<file path="src/rtl/uvmt_cv32e40x_sl_pkg.sv">
// Shared constants and helpers for the uvmt_cv32e40x support-logic layer.
package uvmt_cv32e40x_sl_pkg;

  localparam int unsigned OBI_TRACKER_DEPTH_DEF = 32'd2;
  localparam int unsigned OBI_TRACKER_XLEN_DEF  = 32'd1;

  // Width needed to hold an occupancy count in the range 0..depth.
  function automatic int unsigned sl_cnt_width(input int unsigned depth);
    return (depth < 32'd1) ? 32'd1 : $clog2(depth + 32'd1);
  endfunction

endpackage

</file>
<file path="src/rtl/uvmt_cv32e40x_sl_wrap_ptr.sv">
// Increment-with-wrap pointer: counts 0..MAX-1 while enabled, then returns to 0.
module uvmt_cv32e40x_sl_wrap_ptr #(
  parameter int unsigned MAX = 32'd2,
  parameter int unsigned W   = 32'd1
) (
  input  logic         clk_i,
  input  logic         rst_ni,
  input  logic         en,
  output logic [W-1:0] ptr
);

  localparam logic [W-1:0] LAST = W'(MAX - 32'd1);

  // Pointer register; wraps at the last slot.
  always_ff @(posedge clk_i or negedge rst_ni) begin
    if (!rst_ni) begin
      ptr <= {W{1'b0}};
    end else if (en) begin
      ptr <= (ptr == LAST) ? {W{1'b0}} : ptr + W'(1);
    end else begin
      ptr <= ptr;
    end
  end

endmodule

</file>
<file path="src/rtl/uvmt_cv32e40x_sl_obi_req_tracker.sv">
// OBI request/response tracker: FIFO of per-request attributes with sticky error flags.
// Optional embedded assertions: define UVMT_CV32E40X_SL_OBI_TRACKER_ASSERT_EN.
module uvmt_cv32e40x_sl_obi_req_tracker
  import uvmt_cv32e40x_sl_pkg::*;
#(
  parameter  int unsigned XLEN  = OBI_TRACKER_XLEN_DEF,
  parameter  int unsigned DEPTH = OBI_TRACKER_DEPTH_DEF,
  localparam int unsigned CNT_W = sl_cnt_width(DEPTH),
  localparam int unsigned PTR_W = (DEPTH > 32'd1) ? $clog2(DEPTH) : 32'd1
) (
  input  logic             clk_i,
  input  logic             rst_ni,
  input  logic             req_i,
  input  logic             gnt_i,
  input  logic             rvalid_i,
  input  logic [XLEN-1:0]  req_attr_i,
  output logic [XLEN-1:0]  resp_attr_o,
  output logic             resp_attr_valid_o,
  output logic [CNT_W-1:0] outstanding_o,
  output logic             empty_o,
  output logic             full_o,
  output logic             overflow_err_o,
  output logic             underflow_err_o
);

  localparam logic [CNT_W-1:0] DEPTH_CNT = CNT_W'(DEPTH);

  logic [XLEN-1:0]  mem [DEPTH];
  logic [CNT_W-1:0] count;
  logic [PTR_W-1:0] wr_ptr;
  logic [PTR_W-1:0] rd_ptr;
  logic             accept;
  logic             is_full;
  logic             rd_en;
  logic             wr_en;
  logic             overflow_err;
  logic             underflow_err;

  // A full tracker still accepts when a response frees a slot in the same cycle.
  always_comb begin
    accept  = req_i && gnt_i;
    is_full = (count == DEPTH_CNT);
    rd_en   = rvalid_i && (count != {CNT_W{1'b0}});
    wr_en   = accept && (!is_full || rd_en);
  end

  always_comb begin
    resp_attr_valid_o = rd_en;
    if (rd_en) begin
      resp_attr_o = mem[rd_ptr];
    end else begin
      resp_attr_o = {XLEN{1'b0}};
    end
  end

  assign outstanding_o   = count;
  assign empty_o         = (count == {CNT_W{1'b0}});
  assign full_o          = is_full;
  assign overflow_err_o  = overflow_err;
  assign underflow_err_o = underflow_err;

  uvmt_cv32e40x_sl_wrap_ptr #(.MAX(DEPTH), .W(PTR_W)) u_wr_ptr (
    .clk_i  (clk_i),
    .rst_ni (rst_ni),
    .en     (wr_en),
    .ptr    (wr_ptr)
  );

  uvmt_cv32e40x_sl_wrap_ptr #(.MAX(DEPTH), .W(PTR_W)) u_rd_ptr (
    .clk_i  (clk_i),
    .rst_ni (rst_ni),
    .en     (rd_en),
    .ptr    (rd_ptr)
  );

  always_ff @(posedge clk_i or negedge rst_ni) begin
    if (!rst_ni) begin
      for (int i = 0; i < int'(DEPTH); i++) begin
        mem[i] <= {XLEN{1'b0}};
      end
    end else if (wr_en) begin
      mem[wr_ptr] <= req_attr_i;
    end else begin
      mem[wr_ptr] <= mem[wr_ptr];
    end
  end

  always_ff @(posedge clk_i or negedge rst_ni) begin
    if (!rst_ni) begin
      count <= {CNT_W{1'b0}};
    end else begin
      case ({wr_en, rd_en})
        2'b10:   count <= count + CNT_W'(1);
        2'b01:   count <= count - CNT_W'(1);
        default: count <= count;
      endcase
    end
  end

  always_ff @(posedge clk_i or negedge rst_ni) begin
    if (!rst_ni) begin
      overflow_err  <= 1'b0;
      underflow_err <= 1'b0;
    end else begin
      overflow_err  <= overflow_err  || (accept && is_full && !rvalid_i);
      underflow_err <= underflow_err || (rvalid_i && (count == {CNT_W{1'b0}}));
    end
  end

`ifdef UVMT_CV32E40X_SL_OBI_TRACKER_ASSERT_EN
  if (DEPTH < 32'd1) begin : g_depth_chk
    $error("uvmt_cv32e40x_sl_obi_req_tracker: DEPTH must be >= 1");
  end

  a_no_overflow: assert property (@(posedge clk_i) disable iff (!rst_ni)
    !(accept && is_full && !rvalid_i))
    else $error("obi_req_tracker: request granted while tracker full");

  a_no_underflow: assert property (@(posedge clk_i) disable iff (!rst_ni)
    !(rvalid_i && empty_o))
    else $error("obi_req_tracker: response with no outstanding request");

  a_count_bound: assert property (@(posedge clk_i) disable iff (!rst_ni)
    outstanding_o <= DEPTH_CNT)
    else $error("obi_req_tracker: outstanding count exceeds DEPTH");

  a_empty_full_excl: assert property (@(posedge clk_i) disable iff (!rst_ni)
    !(empty_o && full_o))
    else $error("obi_req_tracker: empty and full both asserted");
`endif

endmodule

</file>
<file path="config.mk">
export PLATFORM = sky130hd
export DESIGN_NAME = uvmt_cv32e40x_sl_obi_req_tracker
export DESIGN_NICKNAME = d
export VERILOG_FILES = /design/src/rtl/uvmt_cv32e40x_sl_pkg.sv /design/src/rtl/uvmt_cv32e40x_sl_wrap_ptr.sv /design/src/rtl/uvmt_cv32e40x_sl_obi_req_tracker.sv
export SDC_FILE = /design/constraint.sdc
export NUM_CORES = 1
export LEC_CHECK = 0
export CAP_MARGIN = 20
export CORE_AREA = 2 2 39 41
export DETAILED_ROUTE_END_ITERATION = 8
export DIE_AREA = 0 0 41 43
export GPL_TIMING_DRIVEN = 1
export PLACE_DENSITY = 0.55
export SYNTH_ARGS = -nofsm -noshare
export SYNTH_HDL_FRONTEND = slang
export SYNTH_SLANG_ARGS = --single-unit
</file>
<file path="constraint.sdc">
create_clock -name clk_i -period 3.4 [get_ports clk_i]
set_clock_uncertainty 0.15 [all_clocks]
set_input_delay 0.68 -clock clk_i [delete_from_list [all_inputs] [get_ports clk_i]]
set_output_delay 0.68 -clock clk_i [all_outputs]
set_load 0.01 [all_outputs]
</file>
Word-level counts from Yosys, hierarchy flattened
Cells that the tools add are included.
W data, S select, Z words.
{"block": "classes", "reduce_logical": 15, "mux": 15, "n_addsub": 4, "eq_ne": 3, "n_bitwise": 2, "order_cmp": 3}
{"operator": "$mux W1", "count": 10}
{"operator": "$logic_and A1 B1 Y1", "count": 7}
{"operator": "$bwmux W2", "count": 2}
{"operator": "$eq A2 B2 Y1 const B", "count": 2}
{"operator": "$ge A2 B2 Y1 const B", "count": 2}
{"operator": "$not A1 Y2", "count": 2}
{"operator": "$pmux W2 S2", "count": 1}
{"operator": "$reduce_bool A2 Y1", "count": 2}
{"operator": "$logic_or A1 B1 Y1", "count": 3}
{"operator": "$add A1 B1 Y1 const B", "count": 2}
{"operator": "$add A2 B1 Y2 const B", "count": 1}
{"operator": "$eq A2 B1 Y1 const B", "count": 1}
{"operator": "$logic_not A1 Y1", "count": 2}
{"operator": "$logic_not A2 Y1", "count": 1}
{"operator": "$lt A2 B1 Y1 const B", "count": 1}
{"operator": "$mux W2", "count": 1}
{"operator": "$sub A2 B1 Y2 const B", "count": 1}
{"operator": "$demux W1 S1", "count": 1}
{"block": "word_totals", "input_bits": 6, "regBits": 8, "elab_cells": 49}

Logic depth before layout (Yosys ltp)
{"block": "depth", "word_depth": 7, "mapped_depth": 3, "ltp_nobuf": 3}

Modules after synthesis
A second synthesis with hierarchy kept.
{"block": "unflattened", "hier_cells": 30, "hier_area_um2": 372.9}
{"module": "uvmt_cv32e40x_sl_obi_req_tracker", "cells_per_inst": 26, "n_inst": 1, "area_per_inst_um2": 305.3}
{"module": "uvmt_cv32e40x_sl_wrap_ptr", "cells_per_inst": 2, "n_inst": 2, "area_per_inst_um2": 33.8}

Worst setup path before layout
OpenSTA, ideal clock, no wires.
{"block": "synth_path", "kind": "input to output", "start": "input port rvalid_i", "end": "output port resp_attr_o", "slack_ps": 1554, "n_path_buf": 0, "stages": 2, "arrival_ps": 1016, "required_time_ps": 2570, "path_cell_list": "o21ai_0 nor2_1"}
{"block": "synth_between", "elab_chain_cells": 2}
{"item": "start: declaration", "line_no": "uvmt_cv32e40x_sl_obi_req_tracker.sv:15", "source": "input logic rvalid_i,"}
{"item": "$logic_and A1 B1 Y1", "line_no": "uvmt_cv32e40x_sl_obi_req_tracker.sv:43", "source": "rd_en = rvalid_i && (count != {CNT_W{1'b0}});"}
{"item": "$mux W1", "line_no": "uvmt_cv32e40x_sl_obi_req_tracker.sv:49", "source": "if (rd_en) begin"}
{"item": "end: declaration", "line_no": "uvmt_cv32e40x_sl_obi_req_tracker.sv:17", "source": "output logic [XLEN-1:0] resp_attr_o,"}
Every way passes these cells.

Worst setup path in the final report
Ends and elaborated chain as after synthesis.

==> flow_metrics.env <==
export IMPL_status="finished clean"
export IMPL_clk_pin_slew_ps=60
export IMPL_numPortBuffers=13
export IMPL_htree_levels=1
export IMPL_fp_coreArea_sq_mm=0.00138
export IMPL_placed_cell_area_sq_um=539
export IMPL_powerDensity_mw_per_mm2=742
export IMPL_diodes=0
export IMPL_postCtsSetupBuffers=0
export IMPL_via_count=288
export IMPL_post_dp_hpwl_microns=536
export IMPL_drt_wl_total_microns=728
export IMPL_timing_rr_start="outstanding_o[1]$_DFFE_PN0P_"
export IMPL_synth_top_family_by_area="simple AND/OR/NAND/NOR gates"
export IMPL_switchingPower_mw=0.133
export IMPL_setup_viol=0
export IMPL_maxSlewViolCount=0
export IMPL_avgSynthCellArea_sq_um=11.1
export IMPL_io_pins=14
export IMPL_fin_util=0.406
export IMPL_seqCellArea_sq_um=200
export IMPL_ir_drop_uv=261
export IMPL_max_cap_violations=0
export IMPL_crit_path_end_kind="primary output"
export IMPL_fin_crit_sh=0.865
export IMPL_rsz0062_at_grt="no"
export IMPL_finalCriticalPeriod_ps=2940
export IMPL_max_slew_worst_pin_slew_ps=365
export IMPL_finalHoldViolCount=0
export IMPL_combPwrFrac=0.405
export IMPL_die_y_microns=43
export IMPL_relSlewSlack=0.756
export IMPL_min_from="overflow_err_o$_DFF_PN0_"
export IMPL_crit_start="rvalid_i"
export IMPL_grt_max_degree=11
export IMPL_final_cell_area_sq_um=562
export IMPL_cp_start_kind="input pin"
export IMPL_cts_made_buffers=3
export IMPL_avgRoutedWirePerCell_microns=10.9
export IMPL_firstDrtPassIters=2
export IMPL_layout_drive_gt1_share=0.137
export IMPL_start_util=0.281
export IMPL_ys_seq_area_frac=0.514
export IMPL_antenna_found_initial=0
export IMPL_syn_instance_count=35
export IMPL_synth_area_mux_share=0.113
export IMPL_synthDistinctLibCells=19
export IMPL_swShare=0.318
export IMPL_critical_path_top_delay_family="buffers and inverters"
export IMPL_drc_errors=0
export IMPL_clockBufferDepth=2
export IMPL_yosys_area_share_simple=0.193
export IMPL_drt_iter0_drc=2
export IMPL_critPathMaxStageDelay_ps=550
export IMPL_clock_latency_ps=250
export IMPL_fill_cells=142
export IMPL_critical_path_cell_chain="clkdlybuf4s50_1 > o21ai_0 > nor2_1 > clkdlybuf4s50_1"
export IMPL_critPathKind="input pin to primary output"
export IMPL_grt_pass1_vias=290
export IMPL_synthAdderAreaFrac=0
export IMPL_critPathRequiredTime_ps=2570
export IMPL_synth_warnings=0
export IMPL_cts_hold_buf=0
export IMPL_synth_cell_area_sq_um=389
export IMPL_internal_power_mw=0.284
export IMPL_ys_ff_latch=8
export IMPL_antenna_left=0
export IMPL_cts_root_buf="clkbuf_4"
export IMPL_cp_num_buf_inv=2
export IMPL_final_nets=59
export IMPL_p_leak_nw=0.242
export IMPL_synth_fp_nets=41
export IMPL_final_cells=67
export IMPL_viasPerCell=4.30
export IMPL_grt_first_pass_wirelength_microns=1130
export IMPL_hp_class="flop to flop"
export IMPL_power_frac_seq=0.421
export IMPL_cts_tree="built"
export IMPL_crit_fanout=5
export IMPL_critPathSlowestCell="clkdlybuf4s50_1"
export IMPL_worst_ep_arrival_time_ps=2110
export IMPL_dpl_cell_count=64
export IMPL_synth_compound_area_share=0.125
export IMPL_overflow=0
export IMPL_die_w_microns=41
export IMPL_crit_path_frequent_cell="clkdlybuf4s50_1"
export IMPL_dieArea_sq_mm=0.00176
export IMPL_pwr_share_clk=0.174
export IMPL_synthXorXnorAreaFrac=0.0450
export IMPL_area_growth_pct=44.4
export IMPL_post_cts_resized=0
export IMPL_globalplace_congestion=0.649
export IMPL_grt_usage=0.102
export IMPL_num_rows=14
export IMPL_fmax_mhz=340
export IMPL_cts_sinks=8
export IMPL_setup_tns_ps=0
export IMPL_multi_input_area_sq_um=185
stage by stage:
step | worst slack [ps] | power, mW | hold slack [ps]
2_1_floorplan | 1550 | 0.260 | 234
3_3_place_gp | 471 | 0.350 | 295
3_5_place_dp | 472 | 0.349 | 300
4_1_cts | 451 | 0.424 | 313
5_1_grt | 359 | 0.451 | 349
6_report | 459 | 0.417 | 307
power groups by stage:
stage | registers, mW | clock network, mW | logic, mW
floorplan | 0.177 | 0 | 0.0830
finish | 0.176 | 0.0723 | 0.169
global placement | 0.179 | 0 | 0.171
global route | 0.183 | 0.0840 | 0.184
detailed placement | 0.178 | 0 | 0.171
CTS | 0.176 | 0.0760 | 0.172
Yosys cell counts:
cell type,count,area (sq um)
dfrtp_1,8,200
nor2_1,4,15.0
mux2_2,3,33.8
a21o_1,2,15.0
nand2_1,2,7.51
nor2b_1,2,12.5
o21ai_0,2,10.0
a21boi_0,1,7.51
and2_1,1,6.26
and3b_1,1,8.76
inv_1,1,3.75
mux2i_1,1,10.0
nor3_1,1,5.00
nor3b_1,1,7.51
nor3b_2,1,12.5
o21a_1,1,7.51
o31a_1,1,8.76
xnor2_1,1,8.76
xor2_1,1,8.76
kinds of logic after synthesis:
group,count (synthesis)
xor+xnor,2
compound gates,7
simple gates,13
mux,4
flops,8
buf+inv,1
final cells by class:
| type | instances | area share |
|---|---|---|
| flip-flops and latches | 8 | 0.356 |
| repair buffers | 13 | 0.232 |
| well taps | 16 | 0.0356 |
| inverters | 1 | 0.00668 |
| clock buffers | 3 | 0.0401 |
| multi-input cells | 26 | 0.330 |
registers in the layout, indices dropped and copies added, names as in the netlist:
register         count
underflow_err_o      1
overflow_err_o       1
u_wr_ptr.ptr         1
outstanding_o        2
u_rd_ptr.ptr         1
mem                  2
cells in the final DEF (no fill, tap or decap), drive strengths merged:
cell,count
a21o,2
o21a,1
clkdlybuf4s50,13
clkbuf,3
inv,1
mux2,3
mux2i,1
nor2b,2
dfrtp,8
nor2,4
o31a,1
and3b,1
o21ai,2
nor3,1
nand2,2
a21boi,1
and2,1
xnor2,1
xor2,1
nor3b,2
final timing paths:
check	to	slack (ps)	depth (start not counted)
worst max-delay path	resp_attr_o	460	4
worst min-delay path	overflow_err_o$_DFF_PN0_	310	1
worst max register to register	mem[0]$_DFFE_PN0P_	1890	3
worst min register to register	overflow_err_o$_DFF_PN0_	310	1
max in group asynchronous	outstanding_o[0]$_DFFE_PN0P_	2280	1
min in group asynchronous	u_rd_ptr.ptr$_DFFE_PN0P_	560	1
routing by layer:
layer,wire length [microns],vias to the layer above,global-route usage
li1,-,153,-
met1,362,127,0.129
met2,316,8,0.128
met3,49,0,0.0471
met4,0,0,0.0800
met5,0,-,0
No activity file was read; power rests on OpenSTA's default activity.
